[config.mk]
export PLATFORM = sky130hd
export DESIGN_NAME = fios_issue_sequencer
export DESIGN_NICKNAME = d
export VERILOG_FILES = /design/src/rtl/fios_issue_sequencer.sv
export SDC_FILE = /design/constraint.sdc
export NUM_CORES = 1
export LEC_CHECK = 0
export ABC_CLOCK_PERIOD_IN_PS = 3000
export BUFFER_PORTS_ARGS = -buffer_cell sky130_fd_sc_hd__buf_2
export CAP_MARGIN = 20
export CORE_UTILIZATION = 54
export CTS_CLUSTER_DIAMETER = 30
export CTS_CLUSTER_SIZE = 20
export DETAILED_ROUTE_END_ITERATION = 8
export PLACE_DENSITY = 0.87
export SETUP_SLACK_MARGIN = 0.05
export SYNTH_ARGS = -nofsm -noshare
export SYNTH_HDL_FRONTEND = slang
export SYNTH_SLANG_ARGS = --single-unit
[constraint.sdc]
create_clock -name clock_i -period 3 [get_ports clock_i]
set_clock_uncertainty 0.05 [all_clocks]
set_input_delay 0.15 -clock clock_i [delete_from_list [all_inputs] [get_ports clock_i]]
set_output_delay 0.15 -clock clock_i [all_outputs]
set_load 0.005 [all_outputs]
[src/rtl/fios_issue_sequencer.sv]
// Word-pair issue sequencer for a word-serial FIOS Montgomery multiplier: row-major (i, j) issue, quotient bubble after j = 0, pipeline drain.
// First issue one cycle after start; done after s*s + s*Q_LAT + PIPE_DEPTH + 1 cycles; stall_i freezes all state and gates en_o/valid_o.
module fios_issue_sequencer #(
  parameter int NWORDS_MAX = 16,
  parameter int Q_LAT      = 1,
  parameter int PIPE_DEPTH = 2,
  localparam int IDX_W = (NWORDS_MAX < 2) ? 1 : $clog2(NWORDS_MAX),
  localparam int LEN_W = $clog2(NWORDS_MAX + 1)
) (
  input  logic             clock_i,
  input  logic             reset_i,
  input  logic             start_i,
  input  logic [LEN_W-1:0] nwords_i,
  input  logic             stall_i,
  output logic             busy_o,
  output logic             en_o,
  output logic             valid_o,
  output logic [IDX_W-1:0] a_idx_o,
  output logic [IDX_W-1:0] b_idx_o,
  output logic             first_o,
  output logic             last_o,
  output logic             done_o,
  output logic             err_o
);

  localparam int QW = (Q_LAT < 1) ? 1 : $clog2(Q_LAT + 1);
  localparam int DW = (PIPE_DEPTH < 1) ? 1 : $clog2(PIPE_DEPTH + 1);

  typedef enum logic [2:0] {
    ST_IDLE,
    ST_ISSUE,
    ST_QWAIT,
    ST_DRAIN,
    ST_DONE
  } state_t;

  // With no pipeline to drain, completion follows the final issue directly.
  localparam state_t END_STATE = (PIPE_DEPTH > 0) ? ST_DRAIN : ST_DONE;

  state_t           state_q, state_d;
  logic [IDX_W-1:0] i_q, i_d;
  logic [IDX_W-1:0] j_q, j_d;
  logic [LEN_W-1:0] s_q, s_d;
  logic [QW-1:0]    qcnt_q, qcnt_d;
  logic [DW-1:0]    dcnt_q, dcnt_d;
  logic             fin_q, fin_d;

  logic [IDX_W-1:0] last_idx;
  logic             j_first;
  logic             j_last;
  logic             is_final;
  logic             s_bad;

  always_ff @(posedge clock_i or negedge reset_i) begin
    if (!reset_i) begin
      state_q <= ST_IDLE;
      i_q     <= '0;
      j_q     <= '0;
      s_q     <= '0;
      qcnt_q  <= '0;
      dcnt_q  <= '0;
      fin_q   <= 1'b0;
    end else begin
      state_q <= state_d;
      i_q     <= i_d;
      j_q     <= j_d;
      s_q     <= s_d;
      qcnt_q  <= qcnt_d;
      dcnt_q  <= dcnt_d;
      fin_q   <= fin_d;
    end
  end

  // s_q is at most NWORDS_MAX while busy, so s_q-1 always fits the index width.
  assign last_idx = IDX_W'(s_q - LEN_W'(1));
  assign j_first  = (j_q == '0);
  assign j_last   = (j_q == last_idx);
  assign is_final = j_last && (i_q == last_idx);
  assign s_bad    = (nwords_i == '0) || (nwords_i > LEN_W'(NWORDS_MAX));

  assign a_idx_o = j_q;
  assign b_idx_o = i_q;
  assign first_o = valid_o & j_first;
  assign last_o  = valid_o & j_last;

  always_comb begin
    state_d = state_q;
    i_d     = i_q;
    j_d     = j_q;
    s_d     = s_q;
    qcnt_d  = qcnt_q;
    dcnt_d  = dcnt_q;
    fin_d   = fin_q;
    busy_o  = (state_q != ST_IDLE);
    en_o    = 1'b0;
    valid_o = 1'b0;
    done_o  = 1'b0;
    err_o   = 1'b0;

    case (state_q)
      ST_IDLE: begin
        if (start_i) begin
          if (s_bad) begin
            err_o = 1'b1;
          end else begin
            s_d     = nwords_i;
            i_d     = '0;
            j_d     = '0;
            fin_d   = 1'b0;
            state_d = ST_ISSUE;
          end
        end
      end

      ST_ISSUE: begin
        if (!stall_i) begin
          en_o    = 1'b1;
          valid_o = 1'b1;
          if (j_last) begin
            j_d = '0;
            i_d = (i_q == last_idx) ? '0 : i_q + 1'b1;
          end else begin
            j_d = j_q + 1'b1;
          end
          fin_d = fin_q | is_final;
          if ((Q_LAT > 0) && j_first) begin
            state_d = ST_QWAIT;
            qcnt_d  = QW'(Q_LAT);
          end else if (is_final) begin
            state_d = END_STATE;
            dcnt_d  = DW'(PIPE_DEPTH);
          end
        end
      end

      ST_QWAIT: begin
        if (!stall_i) begin
          en_o   = 1'b1;
          qcnt_d = qcnt_q - 1'b1;
          if (qcnt_q == QW'(1)) begin
            if (fin_q) begin
              state_d = END_STATE;
              dcnt_d  = DW'(PIPE_DEPTH);
            end else begin
              state_d = ST_ISSUE;
            end
          end
        end
      end

      ST_DRAIN: begin
        if (!stall_i) begin
          en_o   = 1'b1;
          dcnt_d = dcnt_q - 1'b1;
          if (dcnt_q == DW'(1)) begin
            state_d = ST_DONE;
          end
        end
      end

      ST_DONE: begin
        done_o  = 1'b1;
        state_d = ST_IDLE;
      end

      default: state_d = ST_IDLE;
    endcase
  end

endmodule

# Word-level counts from Yosys, hierarchy flattened
# Index checks and enable logic that the tools add are counted.
dict set report op_classes {
  n_mux 43
  bitwise_logic 4
  eq_ne 20
  reduce_logical 16
  n_lt_le_gt_ge 1
  n_addsub 5
}
# cell n
set ops {}
lappend ops {{$mux W4} 7}
lappend ops {{$mux W3} 9}
lappend ops {{$ne A2 B2 Y1 const B} 12}
lappend ops {{$mux W2} 8}
lappend ops {{$pmux W4 S2} 2}
lappend ops {{$reduce_and A8 Y1} 2}
lappend ops {{$mux W1} 13}
lappend ops {{$pmux W3 S4} 1}
lappend ops {{$add A4 B1 Y4 const B} 2}
lappend ops {{$eq A4 B4 Y1} 2}
lappend ops {{$reduce_and A4 Y1} 2}
lappend ops {{$eq A3 B2 Y1 const B} 2}
lappend ops {{$pmux W2 S3} 1}
lappend ops {{$reduce_bool A3 Y1} 2}
lappend ops {{$gt A5 B5 Y1 const B} 1}
lappend ops {{$logic_not A5 Y1} 1}
lappend ops {{$reduce_and A5 Y1} 1}
lappend ops {{$logic_not A4 Y1} 1}
lappend ops {{$pmux W1 S2} 2}
lappend ops {{$reduce_bool A2 Y1} 2}
lappend ops {{$sub A4 B1 Y4 const B} 1}
lappend ops {{$eq A3 B1 Y1 const B} 1}
lappend ops {{$eq A3 B3 Y1 const B} 1}
lappend ops {{$logic_not A3 Y1} 1}
lappend ops {{other kinds (11)} 12}
dict set report totals {
  word_cells 96
  register_bits 19
  inputBits 9
  out_inout_bits 15
}

# Logic depth before layout (Yosys ltp)
dict set report depth {
  word_depth 7
  mapped_depth 8
  depth_no_buf 7
}

# Worst setup path after synthesis
# OpenSTA, ideal clock, no wires.
dict set report synth_timing {
  kind {flip-flop to flip-flop}
  from {register s_q[0]}
  to {register i_q[0] (netlist: b_idx_o[0])}
  path_slack_ps 851
  n_path_buf 1
  t_arrival_ps 1974
  stages_incl_launch_ff 9
  path_cell_list {dfrtp_1 inv_1 ha_1 xor2_1 nand2_1 or3_1 buf_6 a21o_4 mux2_4}
}
dict set report synth_via {
  elab_chain_len 6
  word_cells_on_any_way 9
  classes_between {1 x add/sub; 3 x eq/ne; 4 x mux; 1 x reduce/logical}
}
# element line_no
set synth_lines {}
lappend synth_lines {{start: declaration} 43} ;# logic [LEN_W-1:0] s_q, s_d;
lappend synth_lines {{start signal: assignment} 59} ;# s_q <= '0;
lappend synth_lines {{start signal: assignment} 67} ;# s_q <= s_d;
lappend synth_lines {{$sub A4 B1 Y4 *} 75} ;# assign last_idx = IDX_W'(s_q - LEN_W'(1));
lappend synth_lines {{$eq A4 B4 Y1} 121} ;# i_d = (i_q == last_idx) ? '0 : i_q + 1'b1;
lappend synth_lines {{$mux W4} 121}
lappend synth_lines {{$mux W4} 119} ;# if (j_last) begin
lappend synth_lines {{$mux W4} 116} ;# if (!stall_i) begin
lappend synth_lines {{$pmux W4 S2} 100} ;# case (state_q)
lappend synth_lines {{end signal: assignment} 65} ;# i_q <= i_d;
lappend synth_lines {{end: declaration} 41} ;# logic [IDX_W-1:0] i_q, i_d;
# Every way passes the cells marked *; elsewhere a longest branch is shown, timed or not. The select of a mux whose other input is x is not followed.
# A chain may end at the register's enable or synchronous reset.

# Worst setup path after layout
dict set report layout_timing {
  from {register s_q[0]}
  to {output port last_o}
}
dict set report layout_via {
  elab_chain_len 3
}
# element line_no
set layout_lines {}
lappend layout_lines {{$sub A4 B1 Y4} 75}
lappend layout_lines {{$eq A4 B4 Y1} 77} ;# assign j_last = (j_q == last_idx);
lappend layout_lines {{$and A1 B1 Y1} 84} ;# assign last_o = valid_o & j_last;
lappend layout_lines {{end: declaration} 21} ;# output logic last_o,
# No other way between the ends.

==> metrics.md <==
| Metric | Value |
|---|---|
| Status | complete, no violations |
| Skew-Pair Late Insertion Delay | 300 ps |
| Slew Limit Fails | 0 |
| PortBufs | 23 |
| Worst-path fanout max | 8 |
| TNS Setup | 0 ps |
| Critical Path RT | 2800 ps |
| Largest net degree at the start of global routing | 20 |
| Largest family of logic cells by synthesized area | compound AO/OA/AOI/OAI gates |
| Crit path DAT | 2190 ps |
| Grt ovf | 0 |
| CTS Root Cell | clkbuf_4 |
| Yosys top cell area share | 37.2% |
| Overall power | 1.39 mW |
| Layout cells sized above 1 | 25.8% |
| Hpwl dp | 2050 um |
| Syn Inst Count | 137 |
| Seq/Total Area, Yosys | 37.2% |
| H-tree lvl count | 1 |
| Initial core utilization | 57.8% |
| Die width | 50.7 um |
| Clk sink count | 19 |
| Flops & latches, synth | 19 |
| CP endpoint kind | output port |
| Hold_buf cts | 1 |
| Die height | 50.7 um |
| IO Pins | 24 |
| GR Util All Layers | 24.7% |
| Synth cell types | 40 |
| Worst relative slew slack | 63.2% |
| Placeable Area | 2210 um2 |
| Final Critical Period | 2390 ps |
| Syn Area/Cell | 9.33 um2 |
| Post-CTS Resized | 0 |
| Yosys Warn Count | 0 |
| Post-synth EDFFs | 0 |
| Dominant synthesized flop cell | dfrtp_1 |
| Final worst path period share | 79.6% |
| Fin util | 64.8% |
| Final Setup Violations | 0 |
| Critical path class | flop to output port |
| Kind of start point of the critical path | flop |
| WHS | 37.4 ps |
| Die ar. | 2570 um2 |
| Post-DP Area | 1400 um2 |
| RSZ-0062 raised after global routing | no |
| Worst hold path class | input pin to flop |
| Area contributors post-synth | dfrtp_1, ha_1, inv_1 |
| Simple-gate share of the synthesized area | 17.4% |
| Fraction of synthesized area in multiplexers | 5.87% |
| DRC viols | 0 |
| Vias | 1,093 |
| Max-cap violation count | 0 |
| GPL Wtd Cong | 0.852 |
| Number of vias per cell | 5.84 |
| First-pass GRT wire length | 4690 um |
| XOR/XNOR share of the synthesized area | 9.59% |
| PwrDens | 968 nW/um2 |
| Compound-Gate Fraction of Synth Area | 18.3% |
| Post-synth top cells | dfrtp_1, inv_1, nor2_1, nand2_1 |
| 1st-iter DRT viols | 22 |
| Post-Route WL | 2660 um |
| Cts bufs inserted | 3 |
| Most frequent cell after synthesis | dfrtp_1 |
| FMAX | 0.419 GHz |
| Fin. Hold Viols | 0 |
| Max VDD drop | 0.531 mV |
| Syn Nets | 151 |
| Worst-Margin Slew | 552 ps |
| Vias in the first global route | 995 |
| Initial antenna violation count | 0 |
| Leading area contributor after synthesis | dfrtp_1 |
| Synth async-reset ratio | 100% |
| Post-Syn Area | 1280 um2 |
| Final instance area | 1430 um2 |
| Antenna diodes | 0 |
| TritonRoute pass-1 iters | 4 |
| Area grow syn2layout | 12.0% |
| CTS Buffer Depth | 2 |
| P_leak | 0.691 nW |
| TritonCTS clock tree | built |
| Clock Pin Slew Worst Setup and Hold Paths | 110 ps |
| Wire length per cell | 14.2 um |
| Post-synthesis adder-cell area fraction | 4.89% |
| # Post-CTS Setup Buffers | 0 |
| Nets@finish | 174 |
| # rows | 17 |
| Antenna viol nets, final | 0 |
-- cell usage in the layout, fill, tap and decap left out, types with 6 or more instances in the layout --
master   Yosys  final
a21oi_1      7      7
xor2_1       6      6
nand2_1      8      8
a31oi_1      7      7
buf_2        3     23
inv_1       14     14
nor2_1      11     11
dfrtp_1     19     19
-- through the flow --
stage	setup WS, ps	cells
finish	611	187
global route	488	187
CTS	615	187
detailed placement	699	182
global placement	785	182
floorplan	851	137
-- layout make-up --
class	count	area (um2)
Timing Repair Buffer	24	125
Clock buffer	3	22.5
Fill cell	196	779
Sequential cell	19	475
Multi-Input combinational cell	98	717
Inverter	14	52.6
Tap cell	28	35.0
Clock inverter	1	5.00
-- worst max-delay path, stage by stage, from the launching register on --
cell	delay (ps)
dfrtp_1	460
inv_1	70
ha_1	330
xor2_1	160
nand2_1	80
or3_1	510
nor2_1	150
buf_2	130
-- cells by family after synthesis --
kind of cell,count (synthesis)
AOI/OAI and AO/OA,32
xor gates and xnor gates,12
adders and majority gates,5
buffers and inverters,20
DFF,19
muxes,6
and+or+nand+nor,43
-- state kept, by name, summed over array words and instances, names as in the netlist --
| name | cells |
|---|---|
| a_idx_o | 4 |
| b_idx_o | 4 |
| dcnt_q | 2 |
| fin_q | 1 |
| qcnt_q | 1 |
| s_q | 4 |
| state_q | 3 |
-- worst paths after layout --
path                       startpoint    endpoint  slack (ps)  depth (start not counted)
min in group asynchronous     reset_i  a_idx_o[3]         250                          2
max                            s_q[0]      last_o         610                          7
min reg2reg                 dcnt_q[1]   dcnt_q[1]         530                          2
min                           start_i       fin_q          40                          2
max in group asynchronous     reset_i   dcnt_q[1]        2350                          2
max reg2reg                    s_q[0]  b_idx_o[1]         670                          7
-- power breakdown --
part	internal [mW]	leakage (nW)	switching [mW]	total, mW
Clock	0.0497	0.0177	0.0836	0.133
Sequential	0.346	0.241	0.154	0.501
Combinational	0.385	0.433	0.367	0.753
-- metal layers --
metal  wire [um]  up-vias  share of wire [%]  global-route usage, %
met3          72        4                2.7                   2.12
li1            -      537                  -                      -
met1        1220      528                 46                   31.6
met5           0        -                  0                      0
met4          32        0                1.2                   9.72
met2        1340       24                 50                   42.7
Note: power is estimated with default switching activity, not from simulation.
